===== config.mk =====
export PLATFORM = sky130hd
export DESIGN_NAME = shared_seg_tx_sched
export DESIGN_NICKNAME = d
export VERILOG_FILES = /design/src/rtl/shared_seg_tx_sched.sv
export SDC_FILE = /design/constraint.sdc
export NUM_CORES = 1
export LEC_CHECK = 0
export ABC_AREA = 1
export CORE_UTILIZATION = 50
export DETAILED_ROUTE_END_ITERATION = 12
export DONT_BUFFER_PORTS = 1
export PLACE_DENSITY = 0.75
export SYNTH_ARGS = -nofsm -noshare
export SYNTH_HDL_FRONTEND = slang
export SYNTH_SLANG_ARGS = --single-unit

===== constraint.sdc =====
create_clock -name clk -period 9.2 [get_ports clk]
set_clock_uncertainty 0.2 [all_clocks]
set_input_delay 1.84 -clock clk [delete_from_list [all_inputs] [get_ports clk]]
set_output_delay 1.84 -clock clk [all_outputs]
set_load 0.05 [all_outputs]

===== src/rtl/shared_seg_tx_sched.sv =====
// Round-robin transmit scheduler for dirty shared-memory segments with gap and timeout handling.
// Optional periodic full refresh is built in when SHARED_TX_REFRESH_EN is defined.
module shared_seg_tx_sched #(
    parameter int SEG_COUNT      = 8,
    parameter int GAP_CYCLES     = 4,
    parameter int TIMEOUT_CYCLES = 4096,
    parameter int REFRESH_PERIOD = 1000000
) (
    input  logic                         clk,
    input  logic                         rst,
    input  logic                         wr_valid,
    input  logic [$clog2(SEG_COUNT):0]   wr_seg,
    output logic                         send_req,
    output logic [$clog2(SEG_COUNT)-1:0] send_seg,
    input  logic                         send_ack,
    input  logic                         send_done,
    output logic                         busy,
    output logic [$clog2(SEG_COUNT):0]   pending,
    output logic                         timeout,
    output logic                         err_seg
);

    localparam int SW = $clog2(SEG_COUNT);
    localparam int GW = (GAP_CYCLES > 1) ? $clog2(GAP_CYCLES) : 1;
    localparam int TW = (TIMEOUT_CYCLES > 1) ? $clog2(TIMEOUT_CYCLES) : 1;
    localparam logic [GW-1:0] GAP_LOAD = GW'((GAP_CYCLES > 0) ? GAP_CYCLES - 1 : 0);
    localparam logic [TW-1:0] TO_LAST  = TW'(TIMEOUT_CYCLES - 1);

    typedef enum logic [1:0] {
        S_IDLE,
        S_REQ,
        S_WAIT_DONE,
        S_GAP
    } state_t;

    state_t                 state_q, state_d;
    logic [SEG_COUNT-1:0]   dirty_q, dirty_d;
    logic [SW-1:0]          rr_ptr_q, rr_ptr_d;
    logic [SW-1:0]          seg_q, seg_d;
    logic [GW-1:0]          gap_q, gap_d;
    logic [TW-1:0]          to_q, to_d;
    logic [SW:0]            pending_q, pending_d;
    logic                   timeout_q, timeout_d;
    logic                   err_q, err_d;
    logic                   sel_found;
    logic [SW-1:0]          sel_idx;
    logic                   refresh_hit;

    // REFRESH_PERIOD only feeds logic when the refresh counter is built in.
    if (REFRESH_PERIOD < 1) begin : g_refresh_period_unused
    end

`ifdef SHARED_TX_REFRESH_EN
    localparam int RW = (REFRESH_PERIOD > 1) ? $clog2(REFRESH_PERIOD) : 1;
    logic [RW-1:0] refresh_q;

    assign refresh_hit = (refresh_q == RW'(REFRESH_PERIOD - 1));

    always_ff @(posedge clk) begin
        if (rst || refresh_hit) begin
            refresh_q <= '0;
        end else begin
            refresh_q <= refresh_q + RW'(1);
        end
    end
`else
    assign refresh_hit = 1'b0;
`endif

    // First dirty segment at or after rr_ptr, wrapping naturally in SW bits.
    always_comb begin
        sel_found = 1'b0;
        sel_idx   = '0;
        for (int unsigned i = 0; i < SEG_COUNT; i++) begin
            if (!sel_found && dirty_q[rr_ptr_q + SW'(i)]) begin
                sel_found = 1'b1;
                sel_idx   = rr_ptr_q + SW'(i);
            end
        end
    end

    always_comb begin
        pending_d = '0;
        for (int unsigned i = 0; i < SEG_COUNT; i++) begin
            pending_d = pending_d + (SW+1)'(dirty_q[i]);
        end
    end

    always_comb begin
        state_d   = state_q;
        dirty_d   = dirty_q;
        rr_ptr_d  = rr_ptr_q;
        seg_d     = seg_q;
        gap_d     = gap_q;
        to_d      = to_q;
        timeout_d = 1'b0;
        err_d     = wr_valid && wr_seg[SW];

        case (state_q)
            S_IDLE: begin
                if (sel_found) begin
                    seg_d            = sel_idx;
                    dirty_d[sel_idx] = 1'b0;
                    rr_ptr_d         = sel_idx + SW'(1);
                    state_d          = S_REQ;
                end
            end
            S_REQ: begin
                if (send_ack) begin
                    to_d    = '0;
                    state_d = S_WAIT_DONE;
                end
            end
            S_WAIT_DONE: begin
                if (send_done) begin
                    if (GAP_CYCLES == 0) begin
                        state_d = S_IDLE;
                    end else begin
                        gap_d   = GAP_LOAD;
                        state_d = S_GAP;
                    end
                end else if (to_q == TO_LAST) begin
                    dirty_d[seg_q] = 1'b1;
                    timeout_d      = 1'b1;
                    state_d        = S_IDLE;
                end else begin
                    to_d = to_q + TW'(1);
                end
            end
            S_GAP: begin
                if (gap_q == '0) begin
                    state_d = S_IDLE;
                end else begin
                    gap_d = gap_q - GW'(1);
                end
            end
            default: state_d = S_IDLE;
        endcase

        // Sets are applied after the selection clear so a same-cycle write wins.
        if (wr_valid && !wr_seg[SW]) begin
            dirty_d[wr_seg[SW-1:0]] = 1'b1;
        end
        if (refresh_hit) begin
            dirty_d = '1;
        end
    end

    always_ff @(posedge clk) begin
        if (rst) begin
            state_q   <= S_IDLE;
            dirty_q   <= '0;
            rr_ptr_q  <= '0;
            seg_q     <= '0;
            gap_q     <= '0;
            to_q      <= '0;
            pending_q <= '0;
            timeout_q <= 1'b0;
            err_q     <= 1'b0;
        end else begin
            state_q   <= state_d;
            dirty_q   <= dirty_d;
            rr_ptr_q  <= rr_ptr_d;
            seg_q     <= seg_d;
            gap_q     <= gap_d;
            to_q      <= to_d;
            pending_q <= pending_d;
            timeout_q <= timeout_d;
            err_q     <= err_d;
        end
    end

    assign send_req = (state_q == S_REQ);
    assign busy     = (state_q != S_IDLE);
    assign send_seg = seg_q;
    assign pending  = pending_q;
    assign timeout  = timeout_q;
    assign err_seg  = err_q;

endmodule


Word level (Yosys, flattened, before mapping):

Index checks and enable logic that the tools add are counted.

* bits in registers: 36
* input bits: 9
* output and inout port bits: 11

* add/subtract/negate cells: 17
* magnitude comparators: 14
* eq/ne operators: 12
* multiplexer cells: 57
* bitwise gates (word level): 5
* reduce and logical (&&, ||, !) cells: 30

Operators with widths (count)
* 3-bit by 4-bit < comparator with 1-bit output (second input constant): 11
* 12-bit 2-to-1 mux: 3
* 8-bit 2-to-1 mux: 4
* 1-bit binary-select mux with 3-bit select: 8
* 3-bit 2-to-1 mux: 8
* 12-bit one-hot mux with 2 select lines: 1
* 1-bit 2-to-1 mux: 20
* 4-bit by 1-bit adder with 4-bit output: 4
* 8-bit OR: 2
* 8-bit one-hot mux with 2 select lines: 1
* 2-bit 2-to-1 mux: 7
* 12-bit by 1-bit adder with 12-bit output (second input constant): 1
* 3-bit adder (second input constant): 4
* 12-bit == test (second input constant): 1
* 1-bit logical AND: 12
* 2-bit != test (second input constant): 6
* 1-bit demux with 3-bit select: 3
* 3-bit by 1-bit >= comparator with 1-bit output (second input constant): 3
* 8-bit bitwise AND: 1
* 1-bit zero test: 8
* 8-bit NOT: 1
* 2-bit one-hot mux with 4 select lines: 1
* 4-bit AND reduction: 2
* 3-bit by 1-bit adder with 3-bit output (second input constant): 2
* other kinds (16): 21

Longest topological paths before layout:

Gate-level depths: netlist of run 1.

* depth after elaboration: 34
* gate-level depth with buffers: 20

Worst setup path after synthesis of run 1:

No wires, ideal clock.

* kind: reg-to-output
* start point: register state_q[0]
* end point: output port busy
* data arrival time: 1267 ps
* slack: 5893 ps
* stages on the path, launching flop included: 5
* buffers on the path: 2
* cell sequence: dfxtp_1 buf_4 nor2_1 inv_1 clkbuf_1

* word-level cells in the longest chain between the ends: 1

RTL lines
* start, declared: RTL line 36 `state_t state_q, state_d;`
* start signal, assigned: RTL line 161 `state_q <= state_d;`
* 2-bit nonzero test: RTL line 174 `assign busy = (state_q != S_IDLE);`
* end, declared: RTL line 17 `output logic busy,`

Every way passes these cells.

Final worst setup path of run 1:

* start point: register state_q[0]
* end point: output port send_req

* word-level cells in the longest chain between the ends: 1

RTL lines
* 2-bit by 1-bit == test with 1-bit output: RTL line 173 `assign send_req = (state_q == S_REQ);`
* end, declared: RTL line 13 `output logic send_req,`

Every way passes these cells.

==> metrics.md, run 1 <==
| Metric | Value |
|---|---|
| Status | complete, no violations |
| CP required | 7.16 ns |
| Clock Path Buffers | 2 |
| Clock-pin slew on the worst setup and hold paths | 0.07 ns |
| Area added between synthesis and finish | 4.87% |
| Path type of the worst min-delay path | reg -> reg |
| Die height | 75.5 um |
| First-pass DRT Iterations | 4 |
| Dpl cells | 484 |
| # resized after CTS | 0 |
| RSZ-0062 raised after global routing | false |
| Drt wl/cell | 12.4 um |
| Number of global-route vias before repair | 2,322 |
| Largest net degree at the start of global routing | 19 |
| Post-DP HPWL | 4700 um |
| Asr flop ratio synth | 0% |
| Antenna viol nets, final | 0 |
| Share of layout cells above drive strength 1 | 9.00% |
| Initial antenna violation count | 0 |
| Crit Path Max Fanout | 10 |
| Reg2reg path depth | 19 |
| I/O pin total | 20 |
| Ant. Diodes | 0 |
| Worst Tran Pin Value | 0.936 ns |
| Area occupied by multi-input gates | 0.00168 sq mm |
| Vias/cell | 5.35 |
| Max Freq | 0.274 GHz |
| Syn Nets | 442 |
| Post-synthesis register bit count | 36 |
| Synth Flop Type | dfxtp_1 |
| Sink Count | 36 |
| Startpoint types | flip-flop |
| RePlAce Congestion | 0.866 |
| Cell area after layout | 0.00283 sq mm |
| Post-synth EDFFs | 0 |
| Count leader, synth | nand2_1 |
| WP data arrival | 1.61 ns |
| Rows | 26 |
| Setup crit end kind | output pin |
| Post-synth top area share | 26.7% |
| Yosys warns | 0 |
| Fin util | 55.1% |
| TritonCTS Buffers | 5 |
| Final Hold Vio Count | 0 |
| H-tree levels | 2 |
| Total Routing Usage GR | 23.5% |
| Die area | 0.00570 sq mm |
| First-pass GRT wire length | 10,200 um |
| Final min period | 3.65 ns |
| Slew headroom | 37.4% |
| Setup Buffers After CTS | 0 |
| CTS tree | built |
| Wirelength, routed | 6080 um |
| DRC | 0 |
| Post-placement cell area | 0.00274 sq mm |
| Crit share post-route | 39.7% |
| DRT iter0 DRCs | 206 |
| Initial Util | 52.5% |
| Worst-Skew Late Latency | 0.29 ns |
| Worst Hold Depth | 2 |
| Nets | 441 |
| Type of the worst setup path | reg -> out |
| Mapped cell area | 0.00270 sq mm |
| # fillers | 526 |
| Leading post-synthesis cells by cell area | dfxtp_1, nand2_1, nand3_1 |
| Clk root buf | clkbuf_8 |
| Die extent in x | 75.5 um |
| Synth Instances | 422 |
| DR vias | 2,631 |
| Seq/Total Area, Yosys | 26.7% |
| Core ar. | 0.00514 sq mm |
| Post-synth top area cell | dfxtp_1 |
| Max-slew violation count | 0 |
| Endpoints failing setup | 0 |
| Avg Cell Area, Syn | 6.40 sq um |
| Non-filler instance count after layout | 492 |
| Port bufs | 0 |
| Max cap viols | 0 |
| Gr ovfl total | 0 |
| Synth top cells by count | nand2_1, inv_1, nor2_1, nand3_1, dfxtp_1 |
| Hold_buf cts | 0 |
| Fin Setup TNS | 0 ns |
| Distinct cells, synth | 42 |
| Register Area | 721 sq um |
## cells by family after synthesis
group | after synthesis | share of synthesized area (%)
simple gates | 239 | 41.4
buf+inv | 72 | 10.9
compound gates | 58 | 12.5
flops | 36 | 26.7
fa+ha+maj | 11 | 6.21
xor+xnor | 6 | 2.23
## worst paths after layout
check / end / slack (ns) / from
setup / recovery: send_req / 5.55 / state_q[0]
hold / removal: to_q[2] / 0.29 / to_q[2]
setup reg to reg: rr_ptr_q[1] / 5.78 / rr_ptr_q[0]
hold reg to reg: to_q[2] / 0.29 / to_q[2]
## cell usage in the layout (no fill, tap or decap), types with 4 or more instances in the layout
cell	count
nand3_2	8
nor2_1	46
nor3_1	11
o31ai_1	4
fa_1	4
inv_1	56
nand2_1	108
inv_2	6
a21oi_1	26
ha_1	7
o21ai_0	10
clkbuf_8	6
dfxtp_1	36
nand3_1	44
nand4_1	5
o21a_1	4
## flip-flops by register name, summed over array words and instances (netlist names)
name      flops
err_seg       1
to_q         12
gap_q         2
rr_ptr_q      3
state_q       2
send_seg      3
dirty_q       8
pending       4
timeout       1
## worst max-delay path, cell delays in order (launching register included)
cell	delay [ns]
dfxtp_1	0.51
inv_2	0.09
nor2_1	0.72
## routing by layer
| layer | vias to the layer above | part of all wire (%) | GRT usage (%) |
|---|---|---|---|
| li1 | 1359 | - | - |
| met1 | 1196 | 49 | 31.6 |
| met2 | 64 | 44 | 38.2 |
| met3 | 12 | 5.2 | 4.50 |
| met4 | 0 | 1.6 | 7.61 |
| met5 | - | 0 | 0 |
## metrics by stage
| step | hold WS [ns] | worst slack (ns) |
|---|---|---|
| detailed placement | 0.277 | 5.43 |
| CTS | 0.287 | 5.54 |
| finish | 0.291 | 5.55 |
| global placement | 0.267 | 5.50 |
| global route | 0.296 | 5.48 |
| floorplan | 0.252 | 5.89 |
## area by class of cell
type | instances | area share (%)
inverters | 63 | 8.36
repair buffers | 1 | 0.265
clock buffers | 7 | 3.05
well taps | 70 | 3.09
flip-flops and latches | 36 | 25.5
clock inverters | 1 | 0.265
multi-input cells | 314 | 59.5
Power of run 1 is left out: the tool's default activity adds up to more than one toggle a clock period on the data nets, which glitch-free logic cannot reach.
==> run 2: changes to the inputs <==
==> constraint.sdc (replaced) <==
create_clock -name clk -period 3.4 [get_ports clk]
set_clock_uncertainty 0.2 [all_clocks]
set_input_delay 0.68 -clock clk [delete_from_list [all_inputs] [get_ports clk]]
set_output_delay 0.68 -clock clk [all_outputs]
set_load 0.05 [all_outputs]
==> run 2 against run 1 <==
- first-iteration DRC count shrank 18%
- core utilization grew 1.1 points
- non-clock buffer count increased by 5
- die area is the same
- via count increased by 0.38%
==> metrics.md, run 2 (same netlist as run 1, synthesis figures left out) <==
| Metric | Value |
|---|---|
| DRT iter0 DRCs | 168 (-18%) |
| Critical path, cell by cell | fa_1 -> inv_1 -> fa_1 -> fa_1 -> inv_1 -> ha_1 -> fa_1 -> xnor2_1 -> nor2_1 |
| Gr ovfl total | 0 (unchanged) |
| Die area | 0.00570 sq mm (unchanged) |
| Vias/cell | 5.31 (-0.63%) |
| Most frequent CP cell | fa_1 |
| Top sig layer | met4 |
| Met1 Routed Length | 2880 um (-2.5%) |
| CP required | 3.40 ns (-3.76 ns) |
| Rows | 26 (unchanged) |
| Post-DP HPWL | 4850 um (+3.2%) |
| # resized after CTS | 0 (unchanged) |
| RSZ-0062 raised after global routing | false |
| First-pass DRT Iterations | 6 (+2) |
| Reg2reg path depth | 9 (-10) |
| Wirelength, routed | 6260 um (+2.9%) |
| WP data arrival | 3.01 ns (+1.40 ns) |
| Number of global-route vias before repair | 2,471 (+6.4%) |
| DR vias | 2,641 (+0.38%) |
| Commonest non-fill, non-tap cell in the layout | nand2_1 |
| Area added between synthesis and finish | 6.91% |
| Die extent in x | 75.5 um (unchanged) |
| Largest register FFs | 12 (unchanged) |
| Crit path max-delay cell type | fa_1 |
| Status | complete, no violations |
| CP startpoint | dirty_q[0] |
| Sink Count | 36 (unchanged) |
| TritonCTS Buffers | 5 (unchanged) |
| Type of the worst setup path | reg -> reg |
| Crit path depth | 9 (+7) |
| DRC | 0 (unchanged) |
| Max cap viols | 0 (unchanged) |
| DR WL met2 | 2880 um (+6.4%) |
| Die height | 75.5 um (unchanged) |
| Drt wl/cell | 12.6 um (+1.8%) |
| Hold_buf cts | 0 (unchanged) |
| Crit share post-route | 88.4% |
| Worst Setup EP | pending[2] |
| Initial Util | 52.5% (unchanged) |
| CP top delay family | adder cells |
| Final min period | 3.01 ns |
| Final Hold Vio Count | 0 (unchanged) |
| Share of layout cells above drive strength 1 | 10.3% (+1.3 points) |
| Initial antenna violation count | 0 (unchanged) |
| CTS tree | built |
| Clock Path Buffers | 2 (unchanged) |
| Worst-Skew Late Latency | 0.30 ns (about the same) |
| Most frequent cells in the layout | nand2_1, inv_1, nor2_1 |
| Reg-to-reg endpoint | pending[2] |
| RePlAce Congestion | 0.902 (+4.2%) |
| Met3 wire len | 379 um (+19%) |
| Buf+Inv Stages, Crit Path | 2 (+1) |
| Path type of the worst min-delay path | in -> reg |
| First-pass GRT wire length | 10,500 um (+3.4%) |
| Largest net degree at the start of global routing | 19 (unchanged) |
| I/O pin total | 20 (unchanged) |
| Ant. Diodes | 0 (unchanged) |
| Startpoint types | flip-flop |
| Nets | 446 (+1.1%) |
| Clock-pin slew on the worst setup and hold paths | 0.08 ns (about the same) |
| Largest Register | to_q |
| Worst flop-to-flop path startpoint | dirty_q[0] |
| Slowest Stage Delay on Critical Path | 0.55 ns (-0.17 ns) |
| Fin Setup TNS | 0 ns (unchanged) |
| Setup crit end kind | flip-flop |
| Clk root buf | clkbuf_8 |
| Max-slew violation count | 0 (unchanged) |
| Slew headroom | 48.3% (+11 points) |
| Setup Buffers After CTS | 0 (unchanged) |
| Max Freq | 0.333 GHz |
| Antenna viol nets, final | 0 (unchanged) |
| Port bufs | 0 (unchanged) |
| Crit Path Max Fanout | 5 (-5) |
| Core ar. | 0.00514 sq mm (unchanged) |
| R2R Setup Slk | 0.39 ns (-5.39 ns) |
| Endpoints failing setup | 0 (unchanged) |
| Total Routing Usage GR | 24.3% (+0.73 points) |
| Worst Tran Pin Value | 0.775 ns (-0.161 ns) |
| H-tree levels | 2 (unchanged) |
==> run 2: area by class of cell <==
| type | count | area [sq um] |
|---|---|---|
| Clock buffer | 5 | 68.8 |
| Clock inverter | 3 | 42.5 |
| Fill cell | 526 | 2250 |
| Inverter | 63 | 236 |
| Multi-Input combinational cell | 314 | 1680 |
| Sequential cell | 36 | 721 |
| Tap cell | 70 | 87.6 |
| Timing Repair Buffer | 6 | 45.0 |
==> run 2: how the worst min path moves through the flow <==
stage / from / end / slack, ns / cells past startpoint
global placement: to_q[2] / to_q[2] / 0.26 / 2
global route: rst / state_q[1] / 0.24 / 1
CTS: rst / state_q[1] / 0.24 / 1
floorplan: to_q[2] / to_q[2] / 0.25 / 2
detailed placement: to_q[2] / to_q[2] / 0.28 / 2
finish: rst / state_q[1] / 0.24 / 1
==> run 2: routing by layer <==
| metal | up-vias | GRT usage [%] |
|---|---|---|
| li1 | 1367 | - |
| met1 | 1180 | 29.9 |
| met2 | 79 | 42.6 |
| met3 | 15 | 5.16 |
| met4 | 0 | 7.20 |
| met5 | - | 0 |
==> run 2: metrics by stage <==
stage               area (sq um)  hold WS [ns]  setup slack [ns]  cells  util [%]
floorplan                   2700         0.252             0.478    422         -
global placement            2770         0.264             0.455    489      54.0
detailed placement          2770         0.279             0.389    489      54.0
CTS                         2890         0.238             0.392    497      56.1
global route                2890         0.241             0.270    497      56.1
finish                      2890         0.238             0.393    497      56.1
Power of run 2 is left out for the same reason.
